--- src/rtl/fp_mul_round_pack.sv ---
// FP32 multiply back end: normalises the raw significand product, rounds to nearest-even
// and packs an IEEE-754 word through a two-stage valid/ready pipeline (subnormals flush to zero).
module fp_mul_round_pack #(
    parameter int FRAC_W = 23,
    parameter int EXP_W  = 8
) (
    input  logic                        clk,
    input  logic                        rst,
    input  logic                        in_valid,
    output logic                        in_ready,
    input  logic [2*FRAC_W+1:0]         in_prod,
    input  logic                        in_sign,
    input  logic [EXP_W+1:0]            in_exp,
    input  logic                        in_nan,
    input  logic                        in_inf,
    input  logic                        in_zero,
    output logic                        out_valid,
    input  logic                        out_ready,
    output logic [EXP_W+FRAC_W:0]       out_result,
    output logic [2:0]                  out_flags
);

    localparam int PW    = 2 * (FRAC_W + 1);
    localparam int EW    = EXP_W + 3;
    localparam int RES_W = 1 + EXP_W + FRAC_W;
    localparam logic signed [EW-1:0] ONE_E  = EW'(1);
    localparam logic signed [EW-1:0] ZERO_E = '0;
    localparam logic signed [EW-1:0] EMAX_E = EW'((1 << EXP_W) - 1);

    // Returns {carry, rounded fraction}; a carry leaves the fraction at zero.
    function automatic logic [FRAC_W:0] round_rne(input logic [FRAC_W-1:0] m,
                                                  input logic g, input logic st);
        logic inc;
        inc = g & (st | m[0]);
        return {1'b0, m} + {{FRAC_W{1'b0}}, inc};
    endfunction

    logic run;
    logic vld_p1, vld_p2;
    logic s1_adv, s2_adv;

    assign s2_adv    = !vld_p2 | out_ready;
    assign s1_adv    = run & (!vld_p1 | s2_adv);
    assign in_ready  = s1_adv;
    assign out_valid = vld_p2;

    always_ff @(posedge clk or negedge rst) begin
        if (!rst) begin
            run    <= 1'b0;
            vld_p1 <= 1'b0;
            vld_p2 <= 1'b0;
        end else begin
            run <= 1'b1;
            if (s1_adv) vld_p1 <= in_valid;
            if (s2_adv) vld_p2 <= vld_p1;
        end
    end

    // ---- stage 1: normalise ----
    logic [FRAC_W-1:0]     m_n;
    logic                  g_n, st_n;
    logic signed [EW-1:0]  e_ext, e_n;

    assign e_ext = {in_exp[EXP_W+1], in_exp};

    always_comb begin
        m_n  = in_prod[PW-3 -: FRAC_W];
        g_n  = in_prod[PW-3-FRAC_W];
        st_n = |in_prod[PW-4-FRAC_W:0];
        e_n  = e_ext;
        if (in_prod[PW-1]) begin
            m_n  = in_prod[PW-2 -: FRAC_W];
            g_n  = in_prod[PW-2-FRAC_W];
            st_n = |in_prod[PW-3-FRAC_W:0];
            e_n  = e_ext + ONE_E;
        end
    end

    logic [FRAC_W-1:0]     m_p1;
    logic                  g_p1, st_p1, sign_p1, nan_p1, inf_p1, zero_p1;
    logic signed [EW-1:0]  e_p1;

    always_ff @(posedge clk) begin
        if (s1_adv) begin
            m_p1    <= m_n;
            g_p1    <= g_n;
            st_p1   <= st_n;
            e_p1    <= e_n;
            sign_p1 <= in_sign;
            nan_p1  <= in_nan;
            inf_p1  <= in_inf;
            zero_p1 <= in_zero;
        end
    end

    // ---- stage 2: round and pack ----
    logic [FRAC_W:0]       rsum;
    logic [FRAC_W-1:0]     m_r;
    logic signed [EW-1:0]  e_r;
    logic                  inexact;
    logic [RES_W-1:0]      res_n;
    logic [2:0]            flags_n;

    always_comb begin
        rsum    = round_rne(m_p1, g_p1, st_p1);
        m_r     = rsum[FRAC_W-1:0];
        e_r     = rsum[FRAC_W] ? e_p1 + ONE_E : e_p1;
        inexact = g_p1 | st_p1;
        res_n   = {sign_p1, e_r[EXP_W-1:0], m_r};
        flags_n = {2'b00, inexact};
        if (nan_p1) begin
            res_n   = {1'b0, {EXP_W{1'b1}}, 1'b1, {(FRAC_W-1){1'b0}}};
            flags_n = 3'b000;
        end else if (inf_p1) begin
            res_n   = {sign_p1, {EXP_W{1'b1}}, {FRAC_W{1'b0}}};
            flags_n = 3'b000;
        end else if (zero_p1) begin
            res_n   = {sign_p1, {(RES_W-1){1'b0}}};
            flags_n = 3'b000;
        end else if (e_r >= EMAX_E) begin
            res_n   = {sign_p1, {EXP_W{1'b1}}, {FRAC_W{1'b0}}};
            flags_n = 3'b101;
        end else if (e_r <= ZERO_E) begin
            res_n   = {sign_p1, {(RES_W-1){1'b0}}};
            flags_n = 3'b011;
        end
    end

    always_ff @(posedge clk or negedge rst) begin
        if (!rst) begin
            out_result <= '0;
            out_flags  <= '0;
        end else if (s2_adv) begin
            out_result <= res_n;
            out_flags  <= flags_n;
        end
    end

endmodule

--- config.mk ---
export PLATFORM = sky130hd
export DESIGN_NAME = fp_mul_round_pack
export DESIGN_NICKNAME = d
export VERILOG_FILES = /design/src/rtl/fp_mul_round_pack.sv
export SDC_FILE = /design/constraint.sdc
export NUM_CORES = 1
export LEC_CHECK = 0
export ABC_CLOCK_PERIOD_IN_PS = 6700
export CAP_MARGIN = 0
export CORE_MARGIN = 2
export CORE_UTILIZATION = 40
export CTS_CLUSTER_DIAMETER = 60
export DETAILED_ROUTE_END_ITERATION = 8
export HOLD_SLACK_MARGIN = 0.15
export PLACE_DENSITY_LB_ADDON = 0.15
export SLEW_MARGIN = 20
export SYNTH_ARGS = -nofsm -noshare
export SYNTH_HDL_FRONTEND = slang
export SYNTH_SLANG_ARGS = --single-unit
--- constraint.sdc ---
create_clock -name clk -period 6.7 [get_ports clk]
set_clock_uncertainty 0.1 [all_clocks]
set_input_delay 1.34 -clock clk [delete_from_list [all_inputs] [get_ports clk]]
set_output_delay 1.34 -clock clk [all_outputs]
set_load 0.05 [all_outputs]
==> results of run 1 <==
sequential cells by signal, summed over array words and instances (netlist names):
| register | flops |
|---|---|
| zero_p1 | 1 |
| out_flags | 3 |
| sign_p1 | 1 |
| out_valid | 1 |
| out_result | 32 |
| inf_p1 | 1 |
| nan_p1 | 1 |
| e_p1 | 11 |
| st_p1 | 1 |
| vld_p1 | 1 |
| m_p1 | 23 |
| run | 1 |
| g_p1 | 1 |
metrics by stage:
| step | util (%) | instance area, um^2 | hold slack, ns | setup WS (ns) |
|---|---|---|---|---|
| final | 54.74 | 5652 | 0.3722 | 2.118 |
| after global placement | 52.16 | 5385 | 0.3516 | 2.116 |
| after CTS | 54.73 | 5650 | 0.3730 | 2.104 |
| after floorplan | - | 4270 | 0.3528 | 1.057 |
| after detailed placement | 52.16 | 5385 | 0.3573 | 2.114 |
| after global routing | 54.74 | 5652 | 0.4130 | 2.032 |
worst reg2reg max path: cells and delay by family (launching register included):
kind            cells  cell delay [ns]
flops               1             0.50
simple gates        3             0.76
compound gates      4             1.34
fa+ha+maj           1             0.35
cell type report:
cell class | count | area share (%)
multi-input combinational | 273 | 35.84
tap | 136 | 3.011
sequential | 78 | 38.08
timing repair buffer | 105 | 18.38
clock inverter | 4 | 1.749
clock buffer | 12 | 2.944
power by group:
part           switching [mW]  internal, mW  total, mW
Combinational           0.123         0.100      0.224
Clock                   0.165         0.282      0.447
Sequential             0.0378         0.546      0.584
Total                   0.326         0.928       1.25
worst max path at each step:
stage               slack [ns]       end  depth (start not counted)      start
floorplan                 1.06  in_ready                          3  out_ready
global placement          2.12  in_ready                          5  out_ready
detailed placement        2.11  in_ready                          5  out_ready
CTS                       2.10  in_ready                          5  out_ready
global route              2.03  in_ready                          5  out_ready
finish                    2.12  in_ready                          5  out_ready
cell families (layout without fill, tap and decap cells):
group / count (synthesis) / in the layout
AND/OR/NAND/NOR: 147 / 147
flip-flops: 78 / 78
AO/OA/AOI/OAI: 55 / 55
XOR/XNOR: 39 / 39
multiplexers: 27 / 27
buffers and inverters: 16 / 121
adder cells (fa/ha/maj): 4 / 4
other: 1 / 1
layer usage:
metal | vias to the layer above | wire length, um
met1 | 1480 | 4452
met3 | 6 | 487
met5 | - | 0
li1 | 1565 | -
met2 | 102 | 4306
met4 | 0 | 85
cells in the mapped netlist, types with 3 or more instances:
master,number,area (um^2)
a21oi_1,4,20.02
nand2b_1,3,18.77
a211oi_1,8,60.06
mux2_2,26,292.8
o21ai_2,21,183.9
xnor2_1,17,148.9
nand3_1,19,95.09
dfrtp_1,38,950.9
a31oi_1,3,18.77
a21boi_0,3,22.52
ha_1,4,50.05
edfxtp_1,40,1201
nor4_1,8,50.05
buf_1,3,11.26
or2_2,5,31.28
xor2_1,22,192.7
clkbuf_1,5,18.77
nor2b_1,3,18.77
nand4_1,12,75.07
nor3b_1,3,22.52
and4_1,4,35.03
nand4_2,4,50.05
nand2_1,42,157.7
nor2_1,21,78.83
==> results.toml, run 1 <==
[synth]
async_flop_share_pct = 48.72
ys_seq_area_share_pct = 50.40
ys_types = 60
synth_fa_ha_area_share_pct = 1.172
synth.ff_latch_count = 78
synth_edf_count = 40
syn_avg_cell_area_um2 = 11.64
ys.flop_type = "edfxtp_1"
yosysWarnings = 0
synth_top_family_by_area = "simple AND/OR/NAND/NOR gates"
synth-xor-area-share_pct = 7.999
synth_compound_area_share_pct = 10.81
syn_area_um2 = 4270
synthSimpleGateAreaFrac_pct = 19.92
synthMuxAreaShare_pct = 7.091
synthCells = 367
synth_fp_nets = 437

[sta]
setup_tns_ns = 0
slew_violations = 0
setup_viol = 0
period_minus_slack_ns = 4.582
maxSlewHeadroom_pct = 44.00
period_share_pct = 68.39
tightest_slew_ns = 0.8400
fmax_ghz = 0.2183
finalHoldViolations = 0
rsz0062_at_grt = "no"

[power]
powerDensity_nw_per_um2 = 221.8
peakVddDrop_uv = 93.68
total_power_mw = 1.254
leakagePower_nw = 2.009

[final_layout]
fin_cells = 608
diodes = 0
area.growth.synth_to_final_pct = 32.35
fill_cells = 933
drive_gt1_share_pct = 19.70
regArea_um2 = 2152
multi_input_area_um2 = 2026
layout.nets = 537
final_common_cell = "clkdlybuf4s50_1"
final_cell_mix = "clkdlybuf4s50_1 (101), nand2_1 (42), edfxtp_1 (40)"

[place]
port_buffers = 102
place_inst = 592
dp_hpwl_mm = 7.363
routabilityCongestion = 0.8173

[setup_path]
cp_slowest_stage_delay_ns = 0.82
reg2reg_depth = 8
cp_num_buf_inv = 3
rrSetupSlack_ns = 3.58
critPathCaptureType = "output pin"
r2r-end = "out_result[13]"
crit_family = "buffers and inverters"
crit_fanout = 29
rr_startpoint = "e_p1[0]"
cp_common_cell = "clkdlybuf4s50_1"
slowest_stage = "clkdlybuf4s50_1"
cp.arrival_ns = 3.14
start_kind = "input pin"
crit_type = "in2out"
path_cells = "clkdlybuf4s50_1 > nor2b_2 > buf_4 > a21boi_4 > clkdlybuf4s50_1"
required_ns = 5.26

[hold_path]
min_to = "out_result[31]"
hp-class = "reg2reg"
whs_path_depth = 2
hold_start = "out_result[31]"

[clocking]
clock_latency_ns = 0.34
clockBufferDepth = 2
cts_buffers = 9
postCtsHoldBufs = 0
cts.sinks = 78
post_cts_buffers = 0
root_buffer = "clkbuf_8"
cts_tree = "yes"
cts_resized = 0
ctsHtreeMaxLevel = 3
clk_pin_slew_ns = 0.07

[floorplanning]
core_area_um2 = 10320
die_h_um = 107.3
die_x_um = 107.3
dieArea_um2 = 11520
io_pins = 103
num_rows = 37
start_util_pct = 41.36

[global_route]
met2_usage_pct = 26.94
grtUsageMet3_pct = 3.511
overflow = 0
grt.total_usage_pct = 17.18
grt_util_met1_pct = 24.14
grt_pass1_wl_mm = 15.36
grt_max_degree = 42
grt_pass1_vias = 3120
top_usage_layer = "met2"
grt_antenna_before_repair = 0

[route]
wl_per_cell_um = 15.35
drt_pass1_iterations = 4
drt_iter0_drc = 109
ant_nets = 0
drt-vias-per-instance = 5.186
wl_mm = 9.331
num_vias = 3153
drc = 0

[status]
run_status = "complete, no violations"

[flow_run]
drv_cap = 0
No activity file was read; power rests on OpenSTA's default activity.
==> run 2: changes to the inputs <==
--- a/config.mk
+++ b/config.mk
@@ -5,7 +5,7 @@
 export SDC_FILE = /design/constraint.sdc
 export NUM_CORES = 1
 export LEC_CHECK = 0
-export ABC_CLOCK_PERIOD_IN_PS = 6700
+export ABC_CLOCK_PERIOD_IN_PS = 3830
 export CAP_MARGIN = 0
 export CORE_MARGIN = 2
 export CORE_UTILIZATION = 40
==> constraint.sdc (replaced) <==
create_clock -name clk -period 3.83 [get_ports clk]
set_clock_uncertainty 0.1 [all_clocks]
set_input_delay 0.766 -clock clk [delete_from_list [all_inputs] [get_ports clk]]
set_output_delay 0.766 -clock clk [all_outputs]
set_load 0.05 [all_outputs]
==> run 2 against run 1 <==
  * Power up 69%
  * Clock power up 60%
  * Global-route usage is essentially flat
  * Design area barely moved
  * Largest power group unchanged
  * Highest routed layer unchanged
==> results.toml, run 2 (synthesis gave the netlist of run 1 again) <==
[place]
dp_hpwl_mm = 7.508
port_buffers = 102
routabilityCongestion = 0.8507

[global_route]
grt.total_usage_pct = 17.22
grt_antenna_before_repair = 0
grt_util_met1_pct = 21.98
top_usage_layer = "met2"
grt_pass1_vias = 3221
grt_max_degree = 39
overflow = 0
met2_usage_pct = 28.98
grtUsageMet3_pct = 3.450
grt_pass1_wl_mm = 15.43

[power]
p_seq_share_pct = 48.0
powerDensity_nw_per_um2 = 375.8
p_sw_uw = 558.3
switching_share_pct = 26.27
leakagePower_nw = 2.015
clockPowerShare_pct = 33.5
peakVddDrop_uv = 205.5
comb_power_share_pct = 18.5
intPower_mw = 1.567

[sta]
period_share_pct = 79.43
period_minus_slack_ns = 3.042
setup_viol = 0
tightest_slew_ns = 0.8755
maxSlewHeadroom_pct = 41.63
rsz0062_at_grt = "no"
fmax_ghz = 0.3287
finalHoldViolations = 0
slew_violations = 0
hold_ws_ns = 0.3705
setup_tns_ns = 0

[setup_path]
crit_family = "simple AND/OR/NAND/NOR gates"
slowest_stage = "edfxtp_1"
cp.arrival_ns = 3.13
cp_slowest_stage_delay_ns = 0.51
required_ns = 3.92
critPathCaptureType = "flip-flop"
cp_num_buf_inv = 0
start_kind = "flip-flop"
crit_type = "reg2reg"
path_cells = "ha_1 > nand4_1 > nor4_2 > nand4_2 > xnor2_1 > or2_2 > nor2b_1 > a211oi_1"
crit_fanout = 9

[route]
drc = 0
wl_per_cell_um = 15.52
drt_pass1_iterations = 4
num_vias = 3197
wl_mm = 9.496
drt_iter0_drc = 135
ant_nets = 0
drt-vias-per-instance = 5.224

[clocking]
clk_pin_slew_ns = 0.08
root_buffer = "clkbuf_8"
postCtsHoldBufs = 0
cts.sinks = 78
cts_resized = 0
clock_latency_ns = 0.34
cts_tree = "yes"
ctsHtreeMaxLevel = 3
clockBufferDepth = 2
post_cts_buffers = 0
cts_buffers = 9

[final_layout]
largest-register = "out_result"
final_common_cell = "clkdlybuf4s50_1"
largest_registers = "out_result (32), m_p1 (23), e_p1 (11)"
largest_reg_flops = 32
final_cell_mix = "clkdlybuf4s50_1 (100), nand2_1 (42), edfxtp_1 (40)"
fill_cells = 914
area.growth.synth_to_final_pct = 32.43
layout.nets = 541
diodes = 0
drive_gt1_share_pct = 19.96

[floorplanning]
start_util_pct = 41.36
num_rows = 37
die_h_um = 107.3
die_x_um = 107.3
core_area_um2 = 10320
dieArea_um2 = 11520
io_pins = 103

[hold_path]
hp-class = "reg2reg"

[flow_run]
drv_cap = 0

[status]
run_status = "complete, no violations"
[run 2: power by group through the flow]
stage	clock network [mW]	logic (mW)	registers, mW
6_report	0.713	0.393	1.02
5_1_grt	0.779	0.424	1.03
4_1_cts	0.732	0.398	1.02
3_5_place_dp	0	0.397	1.04
3_3_place_gp	0	0.391	1.03
2_1_floorplan	0	0.168	1.09
[run 2: final timing paths]
check                               startpoint             end  slack (ns)  depth (start not counted)
worst max-delay path                   e_p1[0]  out_result[29]        0.79                          8
worst min-delay path            out_result[31]  out_result[31]        0.37                          2
worst max register to register         e_p1[0]  out_result[29]        0.79                          8
worst min register to register  out_result[31]  out_result[31]        0.37                          2
max in group asynchronous                  rst    out_flags[2]        2.64                          1
min in group asynchronous                  rst  out_result[13]        0.43                          1
[run 2: tightest hold or removal path, cell delays in order (launching register included)]
cell,delay [ns]
dfrtp_1,0.35
nand2_1,0.05
nand2_1,0.04
[run 2: layout make-up]
type | count | area (um^2) | share of cell area, %
flip-flops and latches | 78 | 2152 | 38.05
multi-input cells | 273 | 2024 | 35.80
repair buffers | 109 | 1079 | 19.07
well taps | 136 | 170.2 | 3.009
clock buffers | 12 | 135.1 | 2.389
clock inverters | 4 | 95.09 | 1.681
[run 2: metrics by stage]
stage	utilization (%)	std cells	instance area (um^2)	total power [mW]	setup WS [ns]
CTS	54.78	612	5655	2.149	0.8114
floorplan	-	367	4274	1.256	0.4862
global route	54.78	612	5655	2.230	0.6233
global placement	52.55	596	5425	1.426	0.7726
detailed placement	52.55	596	5425	1.434	0.7241
finish	54.78	612	5655	2.125	0.7877
[run 2: metal layers]
layer  vias to the layer above  wire length [um]
met3                        11               468
met4                         0               134
met1                      1525              4192
met2                        87              4700
met5                         -                 0
li1                       1574                 -
==> run 3: changes to the inputs <==
--- a/config.mk
+++ b/config.mk
@@ -5,7 +5,7 @@
 export SDC_FILE = /design/constraint.sdc
 export NUM_CORES = 1
 export LEC_CHECK = 0
-export ABC_CLOCK_PERIOD_IN_PS = 3830
+export ABC_CLOCK_PERIOD_IN_PS = 2640
 export CAP_MARGIN = 0
 export CORE_MARGIN = 2
 export CORE_UTILIZATION = 40
==> constraint.sdc (replaced) <==
create_clock -name clk -period 2.64 [get_ports clk]
set_clock_uncertainty 0.1 [all_clocks]
set_input_delay 0.528 -clock clk [delete_from_list [all_inputs] [get_ports clk]]
set_output_delay 0.528 -clock clk [all_outputs]
set_load 0.05 [all_outputs]
==> run 3 against run 2 <==
  * Worst setup slack got worse by 0.75 ns
  * Routed wire length rose by 7.3%
  * Global-route usage rose by 0.61 points
  * Design area rose by 9.4%
  * Count of clock-buffer cells in the layout fell by 2
  * Core utilization rose by 5.2 points
  * Power rose by 41%
  * Final cell count rose by 8.3%
  * Critical path depth rose by 1
  * Largest cell class unchanged
==> results.toml, run 3 (synthesis gave the netlist of run 1 again) <==
[route]
drc = 0
num_vias = 3372
drt-vias-per-instance = 5.086
wl_per_cell_um = 15.37
ant_nets = 0
wl_mm = 10.19
drt_iter0_drc = 126
drt_pass1_iterations = 4

[final_layout]
largest_reg_flops = 32
final_cell_area_um2 = 6187
final_cell_mix = "clkdlybuf4s50_1 (100), buf_4 (53), nand2_1 (42)"
final_common_cell = "clkdlybuf4s50_1"
fill_cells = 868
diodes = 0
drive_gt1_share_pct = 29.22
layout.nets = 592
area.growth.synth_to_final_pct = 44.89
final_core_util_pct = 59.93
largest-register = "out_result"
largest_registers = "out_result (32), m_p1 (23), e_p1 (11)"

[sta]
period_minus_slack_ns = 2.599
tightest_slew_ns = 0.8299
maxSlewHeadroom_pct = 44.68
period_share_pct = 98.43
slew_violations = 0
hold_ws_ns = 0.1603
rsz0062_at_grt = "yes"
setup_slack_ns = 0.04133
fmax_ghz = 0.3848
setup_viol = 0
finalHoldViolations = 0
setup_tns_ns = 0

[clocking]
postCtsHoldBufs = 0
ctsHtreeMaxLevel = 3
clockBufferDepth = 2
cts_tree = "yes"
cts_buffers = 9
root_buffer = "clkbuf_8"
clk_pin_slew_ns = 0.08
clock_latency_ns = 0.35
cts.sinks = 78

[power]
leakagePower_nw = 2.326
switching_share_pct = 28.81
peakVddDrop_uv = 302.8
comb_power_share_pct = 23.1
powerDensity_nw_per_um2 = 485.4
clockPowerShare_pct = 28.5
p_sw_uw = 865.3
p_seq_share_pct = 48.4
intPower_mw = 2.138

[setup_path]
crit_fanout = 5
reg2reg_depth = 9
slowest_stage = "a2111o_1"
start_kind = "flip-flop"
worst-path-stages = 9
required_ns = 2.82
crit_type = "reg2reg"
path_cells = "nand4_4 > nor4_4 > and4_1 > mux2i_1 > a2bb2oi_2 > a2111o_1 > buf_12 > clkbuf_16 > o21ai_2"
critPathCaptureType = "flip-flop"
cp_num_buf_inv = 2
cp_slowest_stage_delay_ns = 0.46
crit_family = "simple AND/OR/NAND/NOR gates"
cp.arrival_ns = 2.78

[place]
placed_area_um2 = 5723
port_buffers = 102
dp_hpwl_mm = 7.771
routabilityCongestion = 0.8903
place_ws_ns = -0.1269

[global_route]
grt.total_usage_pct = 17.83
grt_pass1_vias = 3329
overflow = 0
grt_pass1_wl_mm = 15.86
grt_antenna_before_repair = 0
grt_max_degree = 39

[floorplanning]
dieArea_um2 = 11520
die_h_um = 107.3
io_pins = 103
num_rows = 37
die_x_um = 107.3
core_area_um2 = 10320
start_util_pct = 41.36

[hold_path]
hp-class = "in2async"

[flow_run]
drv_cap = 0

[status]
run_status = "complete, no violations"
[run 3: changes by cell type in the layout (fill, tap and decap cells not counted), moves of 3 or more]
cell     previous run  this run
nand4_4             1         4
nor4_4              1         5
buf_4               7        53
nand4_2             4         1
[run 3: final timing paths]
| check | startpoint | to | slack (ns) |
|---|---|---|---|
| max in group asynchronous | rst | out_result[29] | 1.74 |
| setup / recovery | m_p1[18] | out_result[15] | 0.04 |
| hold reg to reg | out_result[31] | out_result[31] | 0.37 |
| min in group clk | out_result[31] | out_result[31] | 0.37 |
| hold / removal | rst | out_result[17] | 0.16 |
| setup reg to reg | m_p1[18] | out_result[15] | 0.04 |
[run 3: worst register-to-register path, stage by stage, from the launching register on]
cell	delay [ns]
edfxtp_1	0.41
nand4_4	0.17
nor4_4	0.36
and4_1	0.27
mux2i_1	0.24
a2bb2oi_2	0.10
a2111o_1	0.46
buf_12	0.16
clkbuf_16	0.15
o21ai_2	0.10
[run 3: area by class of cell]
class	instances	area (um^2)	area share, %
Sequential cell	78	2152	34.78
Multi-Input combinational cell	273	2150	34.74
Timing Repair Buffer	160	1525	24.65
Tap cell	136	170.2	2.750
Clock buffer	10	127.6	2.063
Clock inverter	6	62.56	1.011
[run 3: power by group through the flow]
stage	logic [mW]	registers [mW]	clock network [mW]
6_report	0.693	1.45	0.857
5_1_grt	0.738	1.46	0.921
4_1_cts	0.660	1.45	0.877
3_5_place_dp	0.654	1.48	0
3_3_place_gp	0.648	1.47	0
2_1_floorplan	0.246	1.58	0
[run 3: routing by layer]
| layer | routed length, um | track usage (%) |
|---|---|---|
| met3 | 580 | 3.935 |
| met1 | 4755 | 24.14 |
| met5 | 0 | 0 |
| met2 | 4701 | 27.80 |
| met4 | 156 | 7.236 |
[run 3: what timing repair did]
item	CTS	global route
endpoints found under the setup margin	20	31
resized for setup	4	16
pin swaps	0	22
gates cloned	0	3
setup buffers	0	10
[run 3: stage by stage]
step	instances	total power, mW
after detailed placement	634	2.132
final	663	3.003
after floorplan	367	1.824
after CTS	650	2.988
after global routing	663	3.124
after global placement	634	2.122
